===== src/rtl/fsm_chan_enable_ctrl_if.sv =====
// Control-side bundle for the channel enable controller: per-channel
// requests and datapath busy flags in, channel enables and status out.
interface fsm_chan_enable_ctrl_if #(
  parameter int NUM_CH = 4,
  parameter int TO_W   = 8
);
  logic [NUM_CH-1:0] ip_enable;
  logic [NUM_CH-1:0] req_disable;
  logic [NUM_CH-1:0] busy;
  logic [TO_W-1:0]   timeout_cfg;
  logic [NUM_CH-1:0] err_clr;
  logic [NUM_CH-1:0] enabled;
  logic [NUM_CH-1:0] ack;
  logic [NUM_CH-1:0] idle;
  logic [NUM_CH-1:0] timeout_err;
  logic              all_idle;

  // Register/control block side
  modport master (
    output ip_enable, req_disable, busy, timeout_cfg, err_clr,
    input  enabled, ack, idle, timeout_err, all_idle
  );

  // Controller side
  modport slave (
    input  ip_enable, req_disable, busy, timeout_cfg, err_clr,
    output enabled, ack, idle, timeout_err, all_idle
  );
endinterface


===== src/rtl/fsm_chan_enable_ctrl.sv =====
// Multi-channel enable/disable handshake controller. Each channel runs an
// independent IDLE -> ENABLE -> DRAIN -> DISABLE -> IDLE machine; the drain
// wait is bounded by a shared timeout and a timeout leaves a sticky error.
module fsm_chan_enable_ctrl #(
  parameter int NUM_CH = 4,
  parameter int TO_W   = 8
) (
  input  logic                  clk,
  input  logic                  rst,
  fsm_chan_enable_ctrl_if.slave bus
);

  typedef enum logic [1:0] {
    IDLE    = 2'b00,
    ENABLE  = 2'b01,
    DRAIN   = 2'b10,
    DISABLE = 2'b11
  } state_e;

  logic [NUM_CH-1:0] enabled_vec;
  logic [NUM_CH-1:0] ack_vec;
  logic [NUM_CH-1:0] idle_vec;
  logic [NUM_CH-1:0] err_vec;

  genvar gi;
  generate
    for (gi = 0; gi < NUM_CH; gi++) begin : g_ch
      state_e          state_q, state_d;
      logic [TO_W-1:0] cnt_q, cnt_d;
      logic            err_q, err_d;
      logic            set_err;

      // State, drain counter and sticky error registers
      always_ff @(posedge clk or posedge rst) begin
        if (rst) begin
          state_q <= IDLE;
          cnt_q   <= '0;
          err_q   <= 1'b0;
        end else begin
          state_q <= state_d;
          cnt_q   <= cnt_d;
          err_q   <= err_d;
        end
      end

      // Next-state logic; the drain counter saturates so that an unbounded
      // wait (timeout_cfg == 0, or a cfg lowered below cnt) never wraps
      // back into a spurious timeout match.
      always_comb begin
        state_d = state_q;
        cnt_d   = cnt_q;
        set_err = 1'b0;
        case (state_q)
          IDLE: begin
            if (bus.ip_enable[gi]) state_d = ENABLE;
          end
          ENABLE: begin
            if (bus.req_disable[gi]) begin
              state_d = DRAIN;
              cnt_d   = '0;
            end
          end
          DRAIN: begin
            if (!bus.busy[gi]) begin
              state_d = DISABLE;
            end else if ((bus.timeout_cfg != '0) &&
                         (cnt_q == bus.timeout_cfg - TO_W'(1))) begin
              state_d = DISABLE;
              set_err = 1'b1;
            end else if (cnt_q != '1) begin
              cnt_d = cnt_q + TO_W'(1);
            end
          end
          DISABLE: begin
            state_d = IDLE;
          end
          default: begin
            state_d = IDLE;
          end
        endcase

        // A new timeout takes priority over a coincident clear
        if (set_err) begin
          err_d = 1'b1;
        end else if (bus.err_clr[gi]) begin
          err_d = 1'b0;
        end else begin
          err_d = err_q;
        end
      end

      // Moore outputs; the datapath stays enabled while draining
      assign enabled_vec[gi] = (state_q == ENABLE) || (state_q == DRAIN);
      assign ack_vec[gi]     = (state_q == DISABLE);
      assign idle_vec[gi]    = (state_q == IDLE);
      assign err_vec[gi]     = err_q;
    end
  endgenerate

  assign bus.enabled     = enabled_vec;
  assign bus.ack         = ack_vec;
  assign bus.idle        = idle_vec;
  assign bus.timeout_err = err_vec;
  assign bus.all_idle    = &idle_vec;

endmodule


===== src/flat_wrapper.sv =====
// flat-port wrapper written by rule: the top's interface ports become plain ports
module fsm_chan_enable_ctrl_flat 
#(
  parameter int NUM_CH = 4,
  parameter int TO_W   = 8
)
  (clk, rst, bus_ip_enable, bus_req_disable, bus_busy, bus_timeout_cfg, bus_err_clr, bus_enabled, bus_ack, bus_idle, bus_timeout_err, bus_all_idle);
  fsm_chan_enable_ctrl_if #(.NUM_CH(NUM_CH), .TO_W(TO_W)) bus_i ();
  input  logic clk;
  input  logic rst;
  input wire logic [$bits(bus_i.ip_enable)-1:0] bus_ip_enable;
  input wire logic [$bits(bus_i.req_disable)-1:0] bus_req_disable;
  input wire logic [$bits(bus_i.busy)-1:0] bus_busy;
  input wire logic [$bits(bus_i.timeout_cfg)-1:0] bus_timeout_cfg;
  input wire logic [$bits(bus_i.err_clr)-1:0] bus_err_clr;
  output wire logic [$bits(bus_i.enabled)-1:0] bus_enabled;
  output wire logic [$bits(bus_i.ack)-1:0] bus_ack;
  output wire logic [$bits(bus_i.idle)-1:0] bus_idle;
  output wire logic [$bits(bus_i.timeout_err)-1:0] bus_timeout_err;
  output wire logic [$bits(bus_i.all_idle)-1:0] bus_all_idle;
  assign bus_i.ip_enable = bus_ip_enable;
  assign bus_i.req_disable = bus_req_disable;
  assign bus_i.busy = bus_busy;
  assign bus_i.timeout_cfg = bus_timeout_cfg;
  assign bus_i.err_clr = bus_err_clr;
  assign bus_enabled = bus_i.enabled;
  assign bus_ack = bus_i.ack;
  assign bus_idle = bus_i.idle;
  assign bus_timeout_err = bus_i.timeout_err;
  assign bus_all_idle = bus_i.all_idle;
  fsm_chan_enable_ctrl #(.NUM_CH(NUM_CH), .TO_W(TO_W)) u_core (.clk(clk), .rst(rst), .bus(bus_i));
endmodule

===== config.mk =====
export PLATFORM = sky130hd
export DESIGN_NAME = fsm_chan_enable_ctrl_flat
export DESIGN_NICKNAME = d
export VERILOG_FILES = /design/src/rtl/fsm_chan_enable_ctrl_if.sv /design/src/rtl/fsm_chan_enable_ctrl.sv /design/src/flat_wrapper.sv
export SDC_FILE = /design/constraint.sdc
export NUM_CORES = 1
export LEC_CHECK = 0
export ABC_AREA = 1
export ABC_CLOCK_PERIOD_IN_PS = 4100
export CELL_PAD_IN_SITES_DETAIL_PLACEMENT = 0
export CELL_PAD_IN_SITES_GLOBAL_PLACEMENT = 1
export CORE_MARGIN = 2
export CORE_UTILIZATION = 44
export DETAILED_ROUTE_END_ITERATION = 10
export PLACE_DENSITY_LB_ADDON = 0.1
export SETUP_SLACK_MARGIN = 0.5
export SLEW_MARGIN = 25
export SYNTH_ARGS = -nofsm -noshare
export SYNTH_HDL_FRONTEND = slang
export SYNTH_SLANG_ARGS = --single-unit

===== constraint.sdc =====
create_clock -name clk -period 4.1 [get_ports clk]
set_input_delay 0.82 -clock clk [delete_from_list [all_inputs] [get_ports clk]]
set_output_delay 0.82 -clock clk [all_outputs]
set_load 0.05 [all_outputs]

# Word level (Yosys, flattened, before mapping)
# Cells that the tools add are included.
[word_totals]
ff_bits = 44
in_bits = 26
[op_classes]
addsub = 5
eq_ne = 44
n_mux = 60
reduce_logical = 30
[ops]
columns = ["operator", "count"]
rows = [
  ["8-bit 2-to-1 mux", 16],
  ["8-bit one-hot mux with 2 select lines", 4],
  ["8-bit by 1-bit adder with 8-bit output, second input constant", 4],
  ["8-bit equality test", 4],
  ["2-bit 2-to-1 mux", 16],
  ["2-bit != test, second input constant", 16],
  ["8-bit != test, second input constant", 4],
  ["2-bit one-hot mux with 4 select lines", 4],
  ["1-bit 2-to-1 mux", 20],
  ["5-bit AND reduction", 4],
  ["2-bit equality test, second input constant", 8],
  ["2-bit nonzero test", 8],
  ["3-bit by 2-bit != test with 1-bit output, second input constant", 4],
  ["3-bit AND reduction", 4],
  ["2-bit by 1-bit equality test with 1-bit output, second input constant", 4],
  ["2-bit logical NOT", 4],
  ["2-bit by 1-bit != test with 1-bit output, second input constant", 4],
  ["8-bit nonzero test", 1],
  ["8-bit by 1-bit subtractor with 8-bit output, second input constant", 1],
  ["1-bit logical AND", 4],
  ["1-bit logical OR", 4],
  ["4-bit AND reduction", 1],
]

# Logic depth before layout (Yosys ltp)
# Gate-level depths: netlist of run 1.
[depth]
ltp_word = 7
mapped_depth = 19

# Worst setup path before layout of run 1
# OpenSTA, ideal clock, no wires.
[synth_path]
path_kind = "register to output"
from = "register u_core.g_ch[2].state_q[0]"
to = "output bus_all_idle"
t_arrival_ns = 2.632
required_ns = 3.280
slack_ns = 0.648
stages_incl_launch_ff = 5
path_buffers = 0
cell_sequence = "dfrtp_1 inv_1 ha_1 inv_1 nor4_1"
[synth_between]
elab_chain_len = 2
[synth_rtl]
columns = ["item", "line", "text"]
rows = [
  ["start, declared", "fsm_chan_enable_ctrl.sv:28", "state_e state_q, state_d;"],
  ["start signal, assigned", "fsm_chan_enable_ctrl.sv:40", "state_q <= state_d;"],
  ["2-bit logical NOT", "fsm_chan_enable_ctrl.sv:95", "assign idle_vec[gi] = (state_q == IDLE);"],
  ["via bus_idle[2]", "flat_wrapper.sv:18", "output wire logic [$bits(bus_i.idle)-1:0] bus_idle;"],
  ["4-bit AND reduction", "fsm_chan_enable_ctrl.sv:104", "assign bus.all_idle = &idle_vec;"],
  ["end, declared", "flat_wrapper.sv:20", "output wire logic [$bits(bus_i.all_idle)-1:0] bus_all_idle;"],
]
# The timed path passes the listed nets, and every way through them passes these cells.

# Final worst setup path of run 1
[layout_path]
from = "input bus_timeout_cfg[0]"
to = "register u_core.g_ch[1].state_q[0]"
[layout_between]
elab_chain_len = 5
elab_cells_between_ends = 6
[layout_rtl]
columns = ["item", "line", "text"]
rows = [
  ["start, declared", "flat_wrapper.sv:14", "input wire logic [$bits(bus_i.timeout_cfg)-1:0] bus_timeout_cfg;"],
  ["8-bit by 1-bit subtractor with 8-bit output", "fsm_chan_enable_ctrl.sv:67", "(cnt_q == bus.timeout_cfg - TO_W'(1))) begin"],
  ["8-bit equality test", "fsm_chan_enable_ctrl.sv:67", ""],
  ["1-bit logical AND (*)", "fsm_chan_enable_ctrl.sv:66", "end else if ((bus.timeout_cfg != '0) &&"],
  ["3-bit by 2-bit != test with 1-bit output (no source line) (*)", "n/a", ""],
  ["3-bit AND reduction (no source line) (*)", "n/a", ""],
  ["end signal, assigned", "fsm_chan_enable_ctrl.sv:40", ""],
  ["end, declared", "fsm_chan_enable_ctrl.sv:28", ""],
]
# Every way passes the cells marked *; elsewhere a longest branch is shown, timed or not.
# A chain may end at the register's enable or synchronous reset.

==> out/qor_table.md, run 1 <==
| Item | Reported |
|:---|:---|
| Result of the run | complete, no violations |
| Min cycle time layout | 3.108 ns |
| Dominant cell type by area after synthesis | sky130_fd_sc_hd__dfrtp_1 |
| Peak-usage layer in the global routing report | met2 |
| Via-per-instance ratio | 5.075 |
| Area of the die | 9285 µm² |
| Via count of the routed design | 3,588 |
| Seq cells post-synth | 44 |
| Post-CTS Repair Setup Buffers | 0 |
| Placeable core region | 8258 µm² |
| Layout cells sized above 1 | 0.06811 |
| Clock Skews | 0.003264 ns |
| Area contributors post-synth | sky130_fd_sc_hd__dfrtp_1 (29%), sky130_fd_sc_hd__nand2_1 (17%), sky130_fd_sc_hd__nand3_1 (8.9%) |
| Share of synthesized area occupied by flip-flops and latches | 0.2933 |
| Maximum clock frequency | 321.8 MHz |
| Setup violations, final | 0 |
| Critical path endpoint category | flop |
| Final worst path period share | 0.7580 |
| Remaining Overflow, GRT | 0 |
| Largest vdd supply drop | 0.3121 mV |
| Met3 usage | 0.03759 |
| Most repeated cell in the gate-level netlist after synthesis | sky130_fd_sc_hd__nand2_1 |
| Vert. Die Dim | 96.36 µm |
| Slack of the worst reg-to-reg path | 2.21 ns |
| First-pass GRT wire length | 15,680 µm |
| Transition at the pin with the smallest max-transition slack | 0.7964 ns |
| Max-cap violations | 0 |
| Iteration count of the initial detailed-routing pass | 4 |
| Hold_buf cts | 0 |
| CP Launch Type | input port |
| Area of the mapped netlist | 3754 µm² |
| Antenna Violating Nets Remaining | 0 |
| Row cnt | 33 |
| IO Count | 43 |
| Die X-Extent | 96.36 µm |
| Setup TNS | 0 ns |
| Source-to-sink clock delay at the later pin of the worst-skew pair | 0.30 ns |
| Most used DFF post-synth | sky130_fd_sc_hd__dfrtp_1 |
| Ant. Diodes | 0 |
| Worst hold path type | reg -> reg |
| Critical path origin | bus_timeout_cfg[0] |
| Final routed DRC violation total | 0 |
| Clock buffer count from CTS | 5 |
| Number of synthesis warnings | 0 |
| Starting density of the core | 0.4545 |
| Drt initial violations | 150 |
| Vias in the first global route | 3,383 |
| Maximum number of pins on one net before global-route repair | 45 |
| HPWL after DPL | 7387 µm |
| CTS Root Cell | sky130_fd_sc_hd__clkbuf_8 |
| Global-route usage over all layers | 0.2187 |
| Unrepaired setup endpoints after global routing | false |
| Global-route track usage on met2 | 0.3715 |
| Worst reg2reg startpoint | u_core.g_ch[1].cnt_q[2]$_DFFE_PP0P_ |
| Hold path start | u_core.g_ch[3].err_q$_DFFE_PP0P_ |
| Hold Vio Cnt, Final | 0 |
| Overall power of the completed layout | 2.352 mW |
| Number of library cell types mapped by synthesis | 35 |
| Synth cell count leaders | sky130_fd_sc_hd__nand2_1 (168), sky130_fd_sc_hd__inv_1 (69), sky130_fd_sc_hd__nand3_1 (67) |
| Share of async-settable or async-resettable flops after synthesis | 1.000 |
| Number of levels in the clock H-tree | 2 |
| Clock buffer depth | 2 |
| Gpl congestion | 0.8791 |
| Area share of the largest cell type after synthesis | 0.2933 |
| Crit path DAT | 3.30 ns |
| Post-Synthesis Net Count | 616 |
| Clock sinks | 44 |
| CTS tree | built |
| Total leakage power | 2.116 nW |
| Met1 usage | 0.2867 |
| Syn Area/Cell | 6.608 µm² |
| Crit path max fanout | 8 |
| Count of final max-slew check failures | 0 |
| Clk pin slew, worst setup/hold paths | 0.09 ns |
| Number of antenna violations at the first check in global routing | 0 |
| Cells after Synth | 568 |
| Slew headroom | 0.4685 |
| Number of enable-type register cells in the synthesized netlist | 0 |
| Area added between synthesis and finish | 14.50% |
| Average detailed-routed wire length per instance | 13.50 µm |
| PostCTS Resize Cnt | 0 |
| Wire length reported by the detailed router | 9544 µm |
| Worst Hold Slack | 0.5345 ns |
| Crit Path Category | in -> reg |
| Layout net count | 649 |
| Number of port buffers | 42 |
| Power density over cell area | 547.3 nW/µm² |
| Data required, critical path | 4.29 ns |
## cell type report
type,count,area [µm²]
repair buffers,42,420.4
inverters,74,279.0
flip-flops and latches,44,1101
well taps,105,131.4
clock inverters,2,10.01
fillers,864,3960
clock buffers,6,82.58
multi-input cells,434,2273
## where the power goes
part | internal (mW) | switching, mW
Combinational | 0.441 | 1.01
Clock | 0.135 | 0.157
Sequential | 0.510 | 0.0998
Total | 1.09 | 1.27
## metal layers
metal,share of wire,routed length [µm],up-vias
met2,0.47,4442,60
met4,0.018,170,0
li1,-,-,1864
met1,0.48,4570,1655
met5,0,0,-
met3,0.038,362,9
## path summary, 6_finish.rpt
check                                                        endpoint  cells after the start
min in group asynchronous         u_core.g_ch[2].cnt_q[5]$_DFFE_PP0P_                      2
worst max-delay path            u_core.g_ch[1].state_q[0]$_DFFE_PP0P_                     17
max in group asynchronous            u_core.g_ch[3].err_q$_DFFE_PP0P_                      2
worst min register to register       u_core.g_ch[3].err_q$_DFFE_PP0P_                      2
worst max register to register    u_core.g_ch[1].cnt_q[0]$_DFFE_PP0P_                      9
worst min-delay path                 u_core.g_ch[3].err_q$_DFFE_PP0P_                      2
## registers in the layout (all words and copies together), names as in the netlist
signal / flops
u_core.g_ch.cnt_q: 32
u_core.g_ch.state_q: 8
u_core.g_ch.err_q: 4
## logic make-up after synthesis
group                    count (synthesis)  synth area share
AND/OR/NAND/NOR                        366            0.4387
buffers and inverters                   90            0.1010
flip-flops                              44            0.2933
XOR/XNOR                                25           0.05833
adder cells (fa/ha/maj)                 22           0.07333
AO/OA/AOI/OAI                           21           0.03533
## worst max-delay path, stage by stage
cell and delay (ns):
sky130_fd_sc_hd__clkdlybuf4s50_1 0.67, sky130_fd_sc_hd__inv_2 0.14, sky130_fd_sc_hd__ha_1 0.42, sky130_fd_sc_hd__nand2_1 0.10, sky130_fd_sc_hd__inv_1 0.04, sky130_fd_sc_hd__nor2_1 0.08, sky130_fd_sc_hd__nand2_1 0.06, sky130_fd_sc_hd__nor2_1 0.08
sky130_fd_sc_hd__nand2_1 0.06, sky130_fd_sc_hd__nor2_1 0.11, sky130_fd_sc_hd__nand3_1 0.10, sky130_fd_sc_hd__nor2_1 0.16, sky130_fd_sc_hd__inv_1 0.11, sky130_fd_sc_hd__nand2_1 0.12, sky130_fd_sc_hd__nand3_1 0.10, sky130_fd_sc_hd__nand2_1 0.09
sky130_fd_sc_hd__nand2_1 0.05
## cell usage in the layout (no fill, tap or decap), types with 5 or more instances in the layout
master,Yosys,routed
sky130_fd_sc_hd__nand2_1,168,168
sky130_fd_sc_hd__inv_1,69,68
sky130_fd_sc_hd__nand3_1,67,67
sky130_fd_sc_hd__nor2_1,66,66
sky130_fd_sc_hd__dfrtp_1,44,44
sky130_fd_sc_hd__clkdlybuf4s50_1,0,42
sky130_fd_sc_hd__xor2_1,24,24
sky130_fd_sc_hd__nand4_1,23,23
sky130_fd_sc_hd__ha_1,22,22
sky130_fd_sc_hd__nand2_2,10,10
sky130_fd_sc_hd__nor3_1,10,10
sky130_fd_sc_hd__o21ai_0,6,6
sky130_fd_sc_hd__clkbuf_8,0,6
sky130_fd_sc_hd__o21ai_2,5,5
## metrics by stage
step	area (µm²)	util	setup slack, ns	std cells
floorplan	3754	-	0.6484	568
global placement	4204	0.5091	0.7507	699
detailed placement	4204	0.5091	0.6881	699
CTS	4297	0.5203	1.016	707
global route	4298	0.5205	0.6667	707
finish	4298	0.5205	0.9923	707
Power figures use the tool's default switching activity.
==> run 2: changes to the inputs <==
--- a/config.mk
+++ b/config.mk
@@ -6,11 +6,11 @@
 export NUM_CORES = 1
 export LEC_CHECK = 0
 export ABC_AREA = 1
-export ABC_CLOCK_PERIOD_IN_PS = 4100
+export ABC_CLOCK_PERIOD_IN_PS = 2680
 export CELL_PAD_IN_SITES_DETAIL_PLACEMENT = 0
 export CELL_PAD_IN_SITES_GLOBAL_PLACEMENT = 1
 export CORE_MARGIN = 2
-export CORE_UTILIZATION = 44
+export CORE_UTILIZATION = 37
 export DETAILED_ROUTE_END_ITERATION = 10
 export PLACE_DENSITY_LB_ADDON = 0.1
 export SETUP_SLACK_MARGIN = 0.5
==> constraint.sdc (replaced) <==
create_clock -name clk -period 2.68 [get_ports clk]
set_input_delay 0.536 -clock clk [delete_from_list [all_inputs] [get_ports clk]]
set_output_delay 0.536 -clock clk [all_outputs]
set_load 0.05 [all_outputs]
==> run 2 against run 1 <==
  * Wire length increased by 4.8%
  * Highest routed layer unchanged
  * Total power grew 64%
  * Setup slack worse by 0.42 ns
  * Sequential power grew 49%
  * Largest power group unchanged
  * Non-clock buffer count increased by 20
  * Flip-flop and latch count unchanged
  * Sequential share of layout area is 1.6 points lower
  * Cell area is 6.6% higher
  * Die area rose by 18%
  * Global-route usage is 3.2 points lower
  * Cell count grew 6.8%
  * First-iteration DRC count increased by 2.7%
==> out/qor_table.md, run 2 (same netlist as run 1, synthesis figures left out) <==
| Item | Reported |
|:---|:---|
| IO Count | 43 |
| Multi-input logic area | 2364 µm² |
| Slowest cell on the critical path | sky130_fd_sc_hd__ha_2 |
| Remaining Overflow, GRT | 0 |
| Crit Path Category | reg -> out |
| CP Launch Type | flop |
| Most common library cell in the layout ignoring fill and taps | sky130_fd_sc_hd__nand2_1 |
| Global-route usage over all layers | 0.1870 |
| Transition at the pin with the smallest max-transition slack | 0.5478 ns |
| Largest vdd supply drop | 0.5198 mV |
| Starting density of the core | 0.3823 |
| Clock buffer count from CTS | 5 |
| Hold Vio Cnt, Final | 0 |
| First-pass GRT wire length | 16,880 µm |
| Series of cell instances along the critical path | inv_1, ha_2, clkbuf_2 |
| Clock buffer depth | 2 |
| Data required, critical path | 2.14 ns |
| Gpl congestion | 0.8478 |
| Maximum number of pins on one net before global-route repair | 25 |
| Worst hold path type | reg -> reg |
| Total leakage power | 2.277 nW |
| Unrepaired setup endpoints after global routing | false |
| Cell area after layout | 4582 µm² |
| Clk pin slew, worst setup/hold paths | 0.09 ns |
| Worst Hold Slack | 0.5179 ns |
| HPWL after DPL | 7639 µm |
| Number of port buffers | 42 |
| Power density over cell area | 841.8 nW/µm² |
| Area added between synthesis and finish | 22.07% |
| Max-cap violations | 0 |
| Drt initial violations | 154 |
| Maximum clock frequency | 475.2 MHz |
| Placeable core region | 9819 µm² |
| Average detailed-routed wire length per instance | 13.25 µm |
| Result of the run | complete, no violations |
| Crit path max fanout | 10 |
| Critical Path Max Stage Delay | 0.46 ns |
| Clock Skews | 0.004639 ns |
| Placed Instance Area | 4364 µm² |
| Layout net count | 669 |
| CTS Root Cell | sky130_fd_sc_hd__clkbuf_8 |
| Iteration count of the initial detailed-routing pass | 4 |
| Wire length reported by the detailed router | 10,000 µm |
| Via count of the routed design | 3,648 |
| Hold_buf cts | 0 |
| Number of antenna violations at the first check in global routing | 0 |
| Area of the die | 10,970 µm² |
| Die X-Extent | 104.7 µm |
| Via-per-instance ratio | 4.832 |
| Count of final max-slew check failures | 0 |
| Layout cells sized above 1 | 0.1383 |
| # fillers | 1,073 |
| Antenna Violating Nets Remaining | 0 |
| Row cnt | 36 |
| Setup violations, final | 0 |
| Number of levels in the clock H-tree | 2 |
| Flip-flop count of the largest register, all copies and words added | 32 |
| CTS tree | built |
| Source-to-sink clock delay at the later pin of the worst-skew pair | 0.31 ns |
| Slew headroom | 0.6343 |
| Final routed DRC violation total | 0 |
| Vert. Die Dim | 104.7 µm |
| Largest registers in the final layout | u_core.g_ch.cnt_q (32), u_core.g_ch.state_q (8), u_core.g_ch.err_q (4) |
| Min cycle time layout | 2.104 ns |
| Critical path endpoint category | output pin |
| Ant. Diodes | 0 |
| Most flops, register | u_core.g_ch.cnt_q |
| Overall power of the completed layout | 3.857 mW |
| Most frequent cells in the layout | sky130_fd_sc_hd__nand2_1 (164), sky130_fd_sc_hd__inv_1 (66), sky130_fd_sc_hd__nand3_1 (64) |
| Clock sinks | 44 |
| Crit path DAT | 1.57 ns |
| Vias in the first global route | 3,522 |
| Final worst path period share | 0.7852 |
| FF/Latch Area | 1101 µm² |
-- run 2: changes by cell type in the layout (fill, tap and decap cells not counted), moves of 4 or more --
cell	previous run	this run
sky130_fd_sc_hd__clkdlybuf4s50_1	42	22
sky130_fd_sc_hd__buf_4	0	19
sky130_fd_sc_hd__dlygate4sd2_1	0	11
sky130_fd_sc_hd__ha_1	22	17
sky130_fd_sc_hd__nor2_1	66	61
sky130_fd_sc_hd__ha_2	0	4
sky130_fd_sc_hd__nand2_1	168	164
-- run 2: routing by layer --
layer / vias to the layer above / global-route usage / part of all wire
li1: 1908 / - / -
met1: 1672 / 0.2626 / 0.51
met2: 60 / 0.3010 / 0.45
met3: 8 / 0.02745 / 0.031
met4: 0 / 0.04762 / 0.012
met5: - / 0 / 0
-- run 2: metrics by stage --
stage | worst slack, ns | setup TNS (ns) | utilization | instances
detailed placement | -0.04011 | -0.2670 | 0.4444 | 737
floorplan | 0.5118 | 0 | - | 568
global placement | 0.01370 | 0 | 0.4444 | 737
finish | 0.5757 | 0 | 0.4666 | 755
global route | 0.5012 | 0 | 0.4666 | 755
CTS | 0.3202 | 0 | 0.4588 | 748
-- run 2: layout make-up --
cell class / instances / area share
multi-input cells: 434 / 0.5158
repair buffers: 62 / 0.1229
clock buffers: 6 / 0.01584
clock inverters: 2 / 0.007646
flip-flops and latches: 44 / 0.2403
well taps: 133 / 0.03632
inverters: 74 / 0.06117
-- run 2: worst paths after layout --
check                      slack [ns]  depth (start not counted)                                     to                                  start
setup / recovery                 0.58                          3                         bus_enabled[1]  u_core.g_ch[1].state_q[0]$_DFFE_PP0P_
hold / removal                   0.52                          2  u_core.g_ch[2].state_q[0]$_DFFE_PP0P_  u_core.g_ch[2].state_q[0]$_DFFE_PP0P_
setup reg to reg                 0.86                          9    u_core.g_ch[0].cnt_q[1]$_DFFE_PP0P_  u_core.g_ch[0].state_q[0]$_DFFE_PP0P_
hold reg to reg                  0.52                          2  u_core.g_ch[2].state_q[0]$_DFFE_PP0P_  u_core.g_ch[2].state_q[0]$_DFFE_PP0P_
max in group asynchronous        1.57                          3    u_core.g_ch[3].cnt_q[3]$_DFFE_PP0P_                                    rst
min in group asynchronous        0.58                          2       u_core.g_ch[3].err_q$_DFFE_PP0P_                                    rst
-- run 2: repair_timing --
action | CTS | global route
gates resized for setup | 31 | 20
buffers inserted | 3 | 7
pin swaps | 4 | 3
setup endpoints to repair | 54 | 44
-- run 2: worst max-delay path: cells and delay by family, from the launching register on --
kind / cells / cell delay, ns
adders and majority gates: 1 / 0.46
buffers and inverters: 2 / 0.40
DFF: 1 / 0.40
-- run 2: power breakdown --
part | switching, mW | internal [mW] | total (mW)
registers | 0.129 | 0.780 | 0.909
clock network | 0.256 | 0.277 | 0.533
logic | 1.64 | 0.775 | 2.41
